<file path="src/rtl/uart_transmitter.sv">
// UART transmit stage: valid/ready holding register feeding an LSB-first serialiser (start, data, stop).
// Define UART_TX_PARITY_EN to insert an even-parity bit between the data bits and the stop bit.
module uart_transmitter #(
  parameter int WORD_SIZE   = 8,
  parameter int PULSE_WIDTH = 4,
  parameter int PACKET_SIZE = 10
) (
  input  logic                 clk,
  input  logic                 rst,
  input  logic [WORD_SIZE-1:0] tx_data,
  input  logic                 tx_valid,
  output logic                 tx_ready,
  output logic                 tx,
  output logic                 tx_busy
);

`ifdef UART_TX_PARITY_EN
  localparam int PARITY_BITS = 1;
  typedef enum logic [2:0] {IDLE, START, DATA, PARITY, STOP} state_t;
`else
  localparam int PARITY_BITS = 0;
  typedef enum logic [1:0] {IDLE, START, DATA, STOP} state_t;
`endif

  localparam int CNT_W = (PULSE_WIDTH > 1) ? $clog2(PULSE_WIDTH) : 1;
  localparam int IDX_W = (WORD_SIZE > 1) ? $clog2(WORD_SIZE) : 1;

  // Catch framing parameters that would disagree with the receiver.
  if (PACKET_SIZE != WORD_SIZE + 2 + PARITY_BITS) begin : g_bad_packet_size
    $error("uart_transmitter: PACKET_SIZE does not match WORD_SIZE and parity setting");
  end
  if (PULSE_WIDTH < 2) begin : g_bad_pulse_width
    $error("uart_transmitter: PULSE_WIDTH must be at least 2");
  end

  state_t               state_q, state_d;
  logic [CNT_W-1:0]     baud_cnt_q, baud_cnt_d;
  logic [IDX_W-1:0]     bit_idx_q, bit_idx_d;
  logic [WORD_SIZE-1:0] shift_q, shift_d;
  logic [WORD_SIZE-1:0] hold_q;
  logic                 hold_full_q;
  logic                 tx_q, tx_d;
  logic                 baud_end;
  logic                 last_bit;
  logic                 load;
`ifdef UART_TX_PARITY_EN
  logic                 parity_q, parity_d;
`endif

  assign baud_end = (baud_cnt_q == CNT_W'(PULSE_WIDTH - 1));
  assign last_bit = (bit_idx_q == IDX_W'(WORD_SIZE - 1));
  // The shifter takes the held word either from idle or on the final stop clock,
  // which is what makes back-to-back frames gapless.
  assign load     = hold_full_q && ((state_q == IDLE) || ((state_q == STOP) && baud_end));

  always_comb begin
    state_d    = state_q;
    baud_cnt_d = baud_cnt_q;
    bit_idx_d  = bit_idx_q;
    shift_d    = shift_q;
`ifdef UART_TX_PARITY_EN
    parity_d   = parity_q;
`endif
    tx_d       = 1'b1;

    if (state_q != IDLE) begin
      baud_cnt_d = baud_end ? '0 : baud_cnt_q + CNT_W'(1);
    end

    case (state_q)
      IDLE: ;
      START: if (baud_end) state_d = DATA;
      DATA: begin
        if (baud_end) begin
          shift_d = shift_q >> 1;
          if (last_bit) begin
            bit_idx_d = '0;
`ifdef UART_TX_PARITY_EN
            state_d   = PARITY;
`else
            state_d   = STOP;
`endif
          end else begin
            bit_idx_d = bit_idx_q + IDX_W'(1);
          end
        end
      end
`ifdef UART_TX_PARITY_EN
      PARITY: if (baud_end) state_d = STOP;
`endif
      STOP: if (baud_end) state_d = IDLE;
      default: state_d = IDLE;
    endcase

    if (load) begin
      state_d  = START;
      shift_d  = hold_q;
`ifdef UART_TX_PARITY_EN
      parity_d = ^hold_q;
`endif
    end

    // The line is registered, so decode the level for the state being entered.
    case (state_d)
      START:   tx_d = 1'b0;
      DATA:    tx_d = shift_d[0];
`ifdef UART_TX_PARITY_EN
      PARITY:  tx_d = parity_d;
`endif
      default: tx_d = 1'b1;
    endcase
  end

  always_ff @(posedge clk) begin
    if (rst) begin
      state_q     <= IDLE;
      baud_cnt_q  <= '0;
      bit_idx_q   <= '0;
      shift_q     <= '0;
      hold_q      <= '0;
      hold_full_q <= 1'b0;
      tx_q        <= 1'b1;
`ifdef UART_TX_PARITY_EN
      parity_q    <= 1'b0;
`endif
    end else begin
      state_q    <= state_d;
      baud_cnt_q <= baud_cnt_d;
      bit_idx_q  <= bit_idx_d;
      shift_q    <= shift_d;
      tx_q       <= tx_d;
`ifdef UART_TX_PARITY_EN
      parity_q   <= parity_d;
`endif
      if (load) begin
        hold_full_q <= 1'b0;
      end else if (tx_valid && !hold_full_q) begin
        hold_q      <= tx_data;
        hold_full_q <= 1'b1;
      end
    end
  end

  assign tx       = tx_q;
  assign tx_ready = !hold_full_q;
  assign tx_busy  = (state_q != IDLE);

endmodule

</file>
<file path="config.mk">
export PLATFORM = sky130hd
export DESIGN_NAME = uart_transmitter
export DESIGN_NICKNAME = d
export VERILOG_FILES = /design/src/rtl/uart_transmitter.sv
export SDC_FILE = /design/constraint.sdc
export NUM_CORES = 1
export LEC_CHECK = 0
export CAP_MARGIN = 40
export CORE_MARGIN = 3
export CORE_UTILIZATION = 47
export CTS_CLUSTER_DIAMETER = 80
export DETAILED_ROUTE_END_ITERATION = 16
export PLACE_DENSITY = 0.69
export SYNTH_ARGS = -nofsm -noshare
export SYNTH_HDL_FRONTEND = slang
export SYNTH_SLANG_ARGS = --single-unit
</file>
<file path="constraint.sdc">
create_clock -name clk -period 2.2 [get_ports clk]
set_input_delay 0.44 -clock clk [delete_from_list [all_inputs] [get_ports clk]]
set_output_delay 0.44 -clock clk [all_outputs]
set_load 0.03 [all_outputs]
</file>
==> flow_summary.toml, run 1 <==
[floorplanning]
die_x_um = 55.1
die-height_um = 55.1
ios = 14
initial_utilization_pct = 50.2
design.die.area_mm2 = 0.00303
core-area_mm2 = 0.00225
rows = 17

[placement]
gp_congestion = 0.734
place_area_mm2 = 0.00126
dp_cells = 153
dp_hpwl_um = 1480
io_buffers = 13

[power]
vdd.ir_drop.worst_mv = 0.632
powerDensity_mw_per_mm2 = 657
internal-power_mw = 0.624
comb_power_share_pct = 15.6
seq_power_share_pct = 59.5
clkPwrFrac_pct = 24.9
p_switching_mw = 0.230
p_sw_share_pct = 27.0
p_leak_nw = 0.559

[worst_setup_path]
crit_cells = 2
cp_slowest_cell = "clkdlybuf4s50_1"
worst_path_largest_cell_delay_ns = 0.59
timing.critical_path.to_type = "output pin"
cp_max_fo = 8
crit_required_ns = 1.76
crit_family = "buffers and inverters"
arrival_ns = 1.49
critPathBufInv = 2
cp-start-kind = "flop"
crit_type = "reg2out"
reg2reg_slack_ns = 0.55
path_cells = "inv_1 -> clkdlybuf4s50_1"
r2r_cells = 4

[clock_network]
clock_latency_ns = 0.32
clockRootBuffer = "clkbuf_4"
cts_setup_buffers = 0
cts_tree = "built"
cts_resized = 2
htreeDepth = 1
cts_buffer_depth = 2
clock_sinks = 25
clkSlewWorstSetupHoldPaths_ns = 0.14
numCtsBuffers = 3
hold_buffers = 0

[timing]
period_needed_ns = 1.93
max_freq_mhz = 519
finClkSkew_ns = 0.00709
worst_pin_slew_ns = 0.425
maxSlewHeadroom_pct = 71.7
holdWs_ns = 0.472
finalSetupViolCount = 0
hold_viol = 0
rsz0062_at_grt = "no"
slew_viol_final = 0
finalSetupTns_ns = 0
min_period_over_period_pct = 87.6

[drt]
drc_errors = 0
dr.pass1.iters = 4
vias = 866
drt_iter0_markers = 13
wl_per_cell_um = 13.1
via_per_inst = 5.52
drt.antenna.violating_nets = 0
routed_wl_um = 2060

[cells_and_area]
area_growth_pct = 14.8
diodes = 0
layout.nets = 144
instances_no_fill = 157
fin_area_mm2 = 0.00130
drive_above_1_share_pct = 10.9

[synth]
synth_seq_cells = 25
synth_async_sr_flop_share_pct = 0
synth.most_common_cell = "dfxtp_1"
synth_commonest_cells = "25 x dfxtp_1, 16 x mux2i_1, 14 x nor2_1"
synthCells = 118
synth_top_area_share_pct = 44.2
ys_warn_count = 0
syn-cell-area_mm2 = 0.00113
synth.area.top_cells = "dfxtp_1 44%, mux2i_1 14%, a21oi_1 5.7%"
synth_area_per_cell_um2 = 9.60
yosysSeqAreaShare_pct = 44.2
synth.distinct_cells = 30
yosysTopAreaCell = "dfxtp_1"
synth_edf_count = 0
synth.net_count = 132
ys.flop_type = "dfxtp_1"

[global_route]
grt_pass1_vias = 854
overflow = 0
grt_max_degree = 16
track_usage_pct = 16.7
grt_pass1_wl_um = 3590
antenna_found_initial = 0

[outcome]
status = "finished, final reports clean"

[worst_hold_path]
hold_class = "reg2reg"
worstHoldPathCells = 2

[run]
maxCapViolCount = 0
## through the flow
step                      utilization [%]  power (mW)  worst slack [ns]
after floorplan                         -       0.606             0.788
after global placement               56.0       0.646             0.371
after detailed placement             56.0       0.651             0.304
after CTS                            57.5       0.863            0.0961
after global routing                 57.7       0.904             0.160
final                                57.7       0.854             0.273
## placed cells by master, fill, tap and decap left out
cell type and count:
o211ai_1 1, inv_1 3, nand2_1 7, a211oi_1 7, xor2_1 1, and3_2 1, nor2_2 1, nand4b_1 1
dlymetal6s2s_1 1, buf_4 4, a222oi_1 1, clkinvlp_4 1, or3b_1 1, nor2_1 13, a31o_2 1, and3b_1 1
nand2b_1 1, clkbuf_4 3, and2_1 1, o21ai_2 1, o21ai_0 1, ha_1 3, dfxtp_1 24, mux2i_1 16
nor2b_1 1, nand3b_1 1, or3_1 2, clkdlybuf4s50_1 12, a21oi_1 13, dfxtp_2 1, nand4_1 2, xnor2_1 1
nand3b_4 1
## logic make-up (layout without fill, tap and decap cells)
family / count (synthesis) / after routing / share of synthesized area, %
simple gates: 34 / 34 / 16.2
compound gates: 25 / 25 / 13.9
flops: 25 / 25 / 44.2
mux: 16 / 16 / 14.1
buf+inv: 13 / 24 / 6.63
fa+ha+maj: 3 / 3 / 3.32
xor+xnor: 2 / 2 / 1.55
## worst min-delay path, delay by kind of cell, from the launching register on
| kind | cells | cell delay [ns] |
|---|---|---|
| DFF | 1 | 0.34 |
| and+or+nand+nor | 1 | 0.05 |
| AOI/OAI and AO/OA | 1 | 0.05 |
## layout make-up
cell class | instances | area (um2)
Sequential cell | 25 | 502
Inverter | 3 | 11.3
Multi-Input combinational cell | 80 | 559
Fill cell | 221 | 955
Tap cell | 28 | 35.0
Clock inverter | 1 | 7.51
Timing Repair Buffer | 17 | 163
Clock buffer | 3 | 22.5
## worst paths after layout
check | start | end
setup reg to reg | baud_cnt_q[0] | shift_q[5]
hold / removal | baud_cnt_q[1] | baud_cnt_q[1]
hold reg to reg | baud_cnt_q[1] | baud_cnt_q[1]
setup / recovery | hold_full_q | tx_ready
## state kept, by name, summed over array words and instances, names as in the netlist
signal	cells
shift_q	8
bit_idx_q	3
hold_q	8
tx	1
state_q	2
hold_full_q	1
baud_cnt_q	2
## metal layers
metal | global-route usage, % | up-vias | share of wire, %
met3 | 5.63 | 4 | 4.8
met2 | 29.3 | 25 | 48
met4 | 3.64 | 0 | 1.0
met1 | 19.6 | 398 | 46
li1 | - | 439 | -
met5 | 0 | - | 0
## power by group through the flow
| stage | clock [mW] | sequential, mW | combinational [mW] |
|---|---|---|---|
| after CTS | 0.219 | 0.508 | 0.135 |
| after floorplan | 0 | 0.509 | 0.0972 |
| after global placement | 0 | 0.516 | 0.131 |
| after global routing | 0.242 | 0.513 | 0.149 |
| after detailed placement | 0 | 0.517 | 0.133 |
| final | 0.213 | 0.508 | 0.133 |
(Power assumes the default switching activity.)
==> inputs of run 2 (changes only) <==
Settings changed: ABC_AREA set to 1.
==> flow_summary.toml, run 2 <==
[cells_and_area]
layout_commonest_cell = "nor2_1"
diodes = 0
mostFrequentLayoutCells = "37 x nor2_1, 25 x dfxtp_1, 17 x inv_1"
largestRegisters = "hold_q (8), shift_q (8), bit_idx_q (3)"
drive_above_1_share_pct = 9.88
layout.nets = 177
area_growth_pct = 14.5

[synth]
synth_top_area_share_pct = 44.5
yosysSeqAreaShare_pct = 44.5
ys.flop_type = "dfxtp_1"
synth_top_family_by_area = "simple AND/OR/NAND/NOR gates"
ys_warn_count = 0
synth_area_per_cell_um2 = 7.59
synth.net_count = 162
yosysTopAreaCell = "dfxtp_1"
syn-cell-area_mm2 = 0.00112
synth_seq_cells = 25
synth-adder-area-share_pct = 3.34
synth_compound_area_share_pct = 17.0
synth.most_common_cell = "nor2_1"
synth.area.mux_share_pct = 0
synth-simple-area-share_pct = 25.1
synth_commonest_cells = "37 x nor2_1, 25 x dfxtp_1, 17 x inv_1"
synthCells = 148
synth_xor_area_share_pct = 0
synth.distinct_cells = 23
synth_async_sr_flop_share_pct = 0
synth_edf_count = 0
synth.area.top_cells = "dfxtp_1 45%, nor2_1 12%, inv_1 5.7%"

[drt]
dr.pass1.iters = 4
vias = 913
drc_errors = 0
routed_wl_um = 1930
drt_iter0_markers = 14
wl_per_cell_um = 10.2
drt.antenna.violating_nets = 0
via_per_inst = 4.81

[worst_setup_path]
cp-start-kind = "flop"
r2r_cells = 9
crit_type = "reg2out"
arrival_ns = 1.64
timing.critical_path.to_type = "output pin"
cp_max_fo = 7
crit_required_ns = 1.76

[clock_network]
cts_resized = 0
clkSlewWorstSetupHoldPaths_ns = 0.14
numCtsBuffers = 3
cts_tree = "built"
clockRootBuffer = "clkbuf_4"
hold_buffers = 0
cts_buffer_depth = 2
clock_sinks = 25
cts_setup_buffers = 0
clock_latency_ns = 0.32
htreeDepth = 1

[timing]
hold_viol = 0
rsz0062_at_grt = "no"
finalSetupTns_ns = 0
finClkSkew_ns = 0.00890
slew_viol_final = 0
finalSetupViolCount = 0
min_period_over_period_pct = 94.7
period_needed_ns = 2.08
max_freq_mhz = 480
holdWs_ns = 0.479
worst_pin_slew_ns = 0.541
maxSlewHeadroom_pct = 63.9

[global_route]
antenna_found_initial = 0
grt_pass1_wl_um = 3240
track_usage_pct = 14.8
overflow = 0
grt_max_degree = 23
grt_pass1_vias = 787

[worst_hold_path]
worstHoldPathCells = 2
hold_class = "reg2reg"

[floorplanning]
design.die.area_mm2 = 0.00301
die_x_um = 54.9
die-height_um = 54.9
ios = 14
rows = 17
core-area_mm2 = 0.00223
initial_utilization_pct = 50.3

[placement]
dp_hpwl_um = 1380
io_buffers = 13
gp_congestion = 0.752

[power]
vdd.ir_drop.worst_mv = 0.409
p_leak_nw = 0.575
powerDensity_mw_per_mm2 = 684

[run]
maxCapViolCount = 0

[outcome]
status = "finished, final reports clean"
==> run 2: cell count changes in the layout (fill, tap and decap cells not counted), moves of 3 or more <==
cell,delta
nand3_1,+4
o21ai_0,+11
mux2i_1,-16
nor2_1,+24
a21oi_1,-8
a211oi_1,-7
inv_1,+14
o21ai_1,+10
o211a_1,+3
nand2_1,+9
==> run 2: power by group <==
part / internal (mW) / total (mW) / switching (mW)
Clock: 0.0680 / 0.205 / 0.137
Combinational: 0.0720 / 0.167 / 0.0951
Sequential: 0.490 / 0.509 / 0.0187
Total: 0.630 / 0.880 / 0.250
==> run 2: final timing paths <==
check           startpoint  slack [ns]      endpoint
min reg2reg   bit_idx_q[1]        0.48  bit_idx_q[1]
max reg2reg  baud_cnt_q[0]        0.59            tx
min           bit_idx_q[1]        0.48  bit_idx_q[1]
max             state_q[0]        0.12       tx_busy
==> run 2: final cells by class <==
type                    instances  area [um2]
well taps                      28        35.0
clock buffers                   3        22.5
flip-flops and latches         25         500
clock inverters                 1        5.00
repair buffers                 15         145
inverters                      18        67.6
multi-input cells             100         510
fillers                       236         947
==> run 2: metrics by stage <==
| stage | instances | utilization [%] | instance area (um2) | worst slack (ns) | power (mW) |
|---|---|---|---|---|---|
| final | 190 | 57.6 | 1290 | 0.116 | 0.880 |
| after global routing | 190 | 57.6 | 1290 | 0.0404 | 0.929 |
| after CTS | 190 | 57.6 | 1290 | 0.110 | 0.888 |
| after detailed placement | 186 | 56.4 | 1260 | 0.429 | 0.686 |
| after global placement | 186 | 56.4 | 1260 | 0.500 | 0.681 |
| after floorplan | 148 | - | 1120 | 0.947 | 0.640 |
==> run 2: metal layers <==
| metal | global-route usage [%] | routed length, um | vias to the layer above |
|---|---|---|---|
| li1 | - | - | 497 |
| met1 | 19.3 | 996 | 398 |
| met2 | 22.6 | 829 | 16 |
| met3 | 2.68 | 89 | 2 |
| met4 | 8.50 | 18 | 0 |
| met5 | 0 | 0 | - |
==> run 2: critical path, stage by stage (launching register included) <==
cell and delay, ns:
dfxtp_1 0.41, inv_1 0.13, nand2_4 0.11, clkdlybuf4s50_1 0.68
==> run 2: cells by family after synthesis <==
kind of cell	after synthesis
buffers and inverters	23
DFF	25
AOI/OAI and AO/OA	33
and+or+nand+nor	64
adders and majority gates	3
==> inputs of run 3 (changes only) <==
Settings changed: GPL_ROUTABILITY_DRIVEN set to 0.
==> results of run 3 <==
Final layout, timing and power as in run 2 (identical DEF).
==> RTL edit 1, RTL diff (flow settings as in run 1) <==
Encoding of `state_t`: now one-hot (4 bits for 4 states).
--- a/src/rtl/uart_transmitter.sv
+++ b/src/rtl/uart_transmitter.sv
@@ -19,7 +19,7 @@
   typedef enum logic [2:0] {IDLE, START, DATA, PARITY, STOP} state_t;
 `else
   localparam int PARITY_BITS = 0;
-  typedef enum logic [1:0] {IDLE, START, DATA, STOP} state_t;
+  typedef enum logic [3:0] {IDLE = 4'b0001, START = 4'b0010, DATA = 4'b0100, STOP = 4'b1000} state_t;
 `endif
 
   localparam int CNT_W = (PULSE_WIDTH > 1) ? $clog2(PULSE_WIDTH) : 1;
Formal check against the unedited RTL: no difference found for any inputs over 10 cycles, from zero or initial values and one cycle with rst high; not proved beyond that.
==> RTL edit 1 against run 1 <==
  * Wire length is 10% higher
  * First-iteration DRC count rose to 2.5 times the old value
  * Global-route usage decreased by 1.2 points
  * Synthesized area is 10% higher
  * Setup slack got worse by 140 ps
  * Design area increased by 9.5%
  * Sequential share of layout area down 0.63 points
  * Die area grew 9.3%
  * Sequential cell count grew 2
  * Total power is 7.4% higher
  * Critical path type unchanged
  * Largest cell class unchanged
==> RTL edit 1: results (changes against run 1) <==
| Metric | Value |
|---|---|
| GR Util met3 | `4.98% (-0.65 points)` |
| Post-DR vias/cell | `5.44 (-1.5%)` |
| Status | `complete, no violations` |
| Commonest cells post-synth | `dfxtp_1, nor2_1, nand2_1` |
| CTS resizes | `1 (-1)` |
| Reg power frac | `59.2% (-0.3 points)` |
| Share of layout cells above drive strength 1 | `15.0% (+4.1 points)` |
| Dpl ws | `261 ps (-42.8 ps)` |
| DRT iter0 DRCs | `33 (+20)` |
| Metal2 WL | `1060 um (+6.2%)` |
| DP HPWL | `1670 um (+13%)` |
| Hold Startpoint | `bit_idx_q[1]$_SDFFE_PP0P_` |
| Critical path endpoint | `tx_busy` |
| Hold_ws | `475 ps (+3.25 ps)` |
| Capturing point of the worst reg2reg path | `shift_q[2]$_SDFFE_PP0P_` |
| Post-route setup slack | `137 ps (-136 ps)` |
| Metal3 WL | `121 um (+23%)` |
| R2R setup slack | `620 ps (+70 ps)` |
| WHS Endpoint | `bit_idx_q[1]$_SDFFE_PP0P_` |
| Met2 GRT Util | `24.8% (-4.5 points)` |
| Cells after Synth | `135 (+14%)` |
| Sw Ratio | `27.2% (+0.23 points)` |
| Clk_skew | `3.79 ps (-3.30 ps)` |
| DR WL/cell | `12.8 um (-2.1%)` |
| Worst-Margin Slew | `392 ps (-32.6 ps)` |
| Highest ir drop seen on vdd | `0.543 mV (-14%)` |
| Syn Nets | `149 (+13%)` |
RTL edit 1: cell types whose count changed in the layout (fill, tap and decap cells not counted), sizes merged, moves of 4 or more:
cell / delta
mux2i: -5
a21oi: -5
a311oi: +6
nor2b: +4
nand2: +12
nor3: +4
a211oi: -6
nor2: +11
RTL edit 1: area by class of cell:
class	instances	area, um^2
well taps	30	37.5
inverters	2	7.51
repair buffers	17	159
clock inverters	1	5.00
flip-flops and latches	27	541
fillers	234	1080
clock buffers	3	22.5
multi-input cells	97	652
RTL edit 1: cell families (layout without fill, tap and decap cells):
kind of cell               count (synthesis)  count (layout)  synth area share [%]
buffers and inverters                     11              23                  4.70
adders and majority gates                  3               3                  3.00
muxes                                     11              11                  8.80
and+or+nand+nor                           61              61                  24.0
AOI/OAI and AO/OA                         22              22                  16.3
DFF                                       27              27                  43.2
RTL edit 1: worst max-delay path, stage by stage, from the launching register on:
cell and delay [ps]:
dfxtp_1 430, nor2_1 300, nand2_1 170, dlygate4sd2_1 390
==> RTL edit 2, RTL diff (settings of run 1) <==
Without the edit above. `PULSE_WIDTH`: 4 -> 2.
--- a/src/rtl/uart_transmitter.sv
+++ b/src/rtl/uart_transmitter.sv
@@ -2,7 +2,7 @@
 // Define UART_TX_PARITY_EN to insert an even-parity bit between the data bits and the stop bit.
 module uart_transmitter #(
   parameter int WORD_SIZE   = 8,
-  parameter int PULSE_WIDTH = 4,
+  parameter int PULSE_WIDTH = 2,
   parameter int PACKET_SIZE = 10
 ) (
   input  logic                 clk,
Behaviour: not the same (a bounded check fails within 10 cycles, from zero or initial values and one cycle with rst high).
==> RTL edit 2 against run 1 <==
  * Setup slack worse by 18 ps
  * Synthesized area is 4.6% lower
  * Total power rose by 15%
  * Wire length is 4.2% lower
  * Die area shrank 4.1%
  * Design area fell by 3.5%
  * Critical path depth is 1 higher
  * Sequential cell count shrank 1
  * Clock skew down 4.0 ps
  * Critical path type unchanged
  * Largest power group unchanged
  * Highest routed layer unchanged
==> RTL edit 2: results (changes against run 1) <==
| Metric | Value |
|---|---|
| Clock-cell share of area | `4.19% (+1.9 points)` |
| Total Wirelength | `1970 um (-4.2%)` |
| GR Util met3 | `3.32% (-2.3 points)` |
| Metal2 WL | `930 um (-6.7%)` |
| WHS Endpoint | `bit_idx_q[1]$_SDFFE_PP0P_` |
| Fraction of area in multi-input gates | `41.8% (-1.2 points)` |
| NetSw | `249 uW (+8.2%)` |
| Seq area share | `38.4% (-0.21 points)` |
| Capturing point of the worst reg2reg path | `bit_idx_q[1]$_SDFFE_PP0P_` |
| Fill cell total of the finished layout | `183 (-17%)` |
| Dominant cells by area after synthesis | `dfxtp_1, mux2i_1, a21oi_1` |
| Status | `complete, no violations` |
| Comb_multi_in | `72 (-10%)` |
| Syn Nets | `122 (-7.6%)` |
| GRT Total Usage | `16.5% (-0.23 points)` |
| Comb pwr share | `16.0% (+0.4 points)` |
| Hold Startpoint | `bit_idx_q[1]$_SDFFE_PP0P_` |
| Pin count of the biggest net entering global routing | `16 (unchanged)` |
| GPL Wtd Cong | `0.722 (-1.6%)` |
| Slowest-stage cell, CP | `dfxtp_1` |
| PwrDens | `785 mW/mm^2 (+20%)` |
| Count of non-CTS buffers in the layout | `15 (-2)` |
| Worst-Margin Slew | `422 ps (-3.44 ps)` |
| Critical path endpoint | `tx_busy` |
| CP max FO | `10 (+2)` |
| Routed vias | `792 (-8.5%)` |
| Nets | `134 (-6.9%)` |
| DP HPWL | `1390 um (-6.5%)` |
| Commonest cells post-synth | `dfxtp_1, mux2i_1, nor2_1` |
| Worst setup path start | `state_q[0]$_SDFF_PP0_` |
| Met1 GRT Util | `20.2% (+0.63 points)` |
| Reg2reg start | `baud_cnt_q$_SDFFE_PP0P_` |
| Met2 GRT Util | `27.4% (-1.9 points)` |
| CP peak stage delay | `510 ps (-80 ps)` |
| R2R setup slack | `790 ps (+240 ps)` |
| Ys async rst share | `0% (unchanged)` |
| Cell variety after synth | `28 (-6.7%)` |
| CTS sink cnt | `24 (-4.0%)` |
| Signal buffers share of area | `11.5% (-1.0 points)` |
| Worst reg-to-reg path cell count | `3 (-1)` |
| Hold_ws | `475 ps (+3.36 ps)` |
| First-pass GRT wire length | `3460 um (-3.7%)` |
| Clk_skew | `3.06 ps (-4.03 ps)` |
| Share of layout cells above drive strength 1 | `9.17% (-1.7 points)` |
[RTL edit 2: cells by family after synthesis]
| group | after synthesis | synth area share [%] |
|---|---|---|
| AOI/OAI and AO/OA | 26 | 16.1 |
| xor gates and xnor gates | 2 | 1.62 |
| adders and majority gates | 2 | 2.32 |
| buffers and inverters | 13 | 6.95 |
| DFF | 24 | 44.5 |
| muxes | 16 | 14.8 |
| and+or+nand+nor | 26 | 13.7 |
[RTL edit 2: timing repair]
item                                   in CTS  in global routing
setup endpoints to repair                   1                  0
gates resized for setup                     2                  0
endpoints found under the hold margin       0                  0
[RTL edit 2: critical path, delay by kind of cell, from the launching register on]
| kind | cells | cell delay, ps |
|---|---|---|
| flops | 1 | 510 |
| simple gates | 1 | 140 |
| buf+inv | 2 | 530 |
[RTL edit 2: through the flow]
step                utilization, %  cells  setup slack [ps]  cell area (um^2)
finish                        60.9    147               256              1250
CTS                           60.9    147               269              1250
floorplan                        -    109               921              1080
global placement              58.3    143               378              1200
global route                  60.9    147               170              1250
detailed placement            58.3    143               309              1200
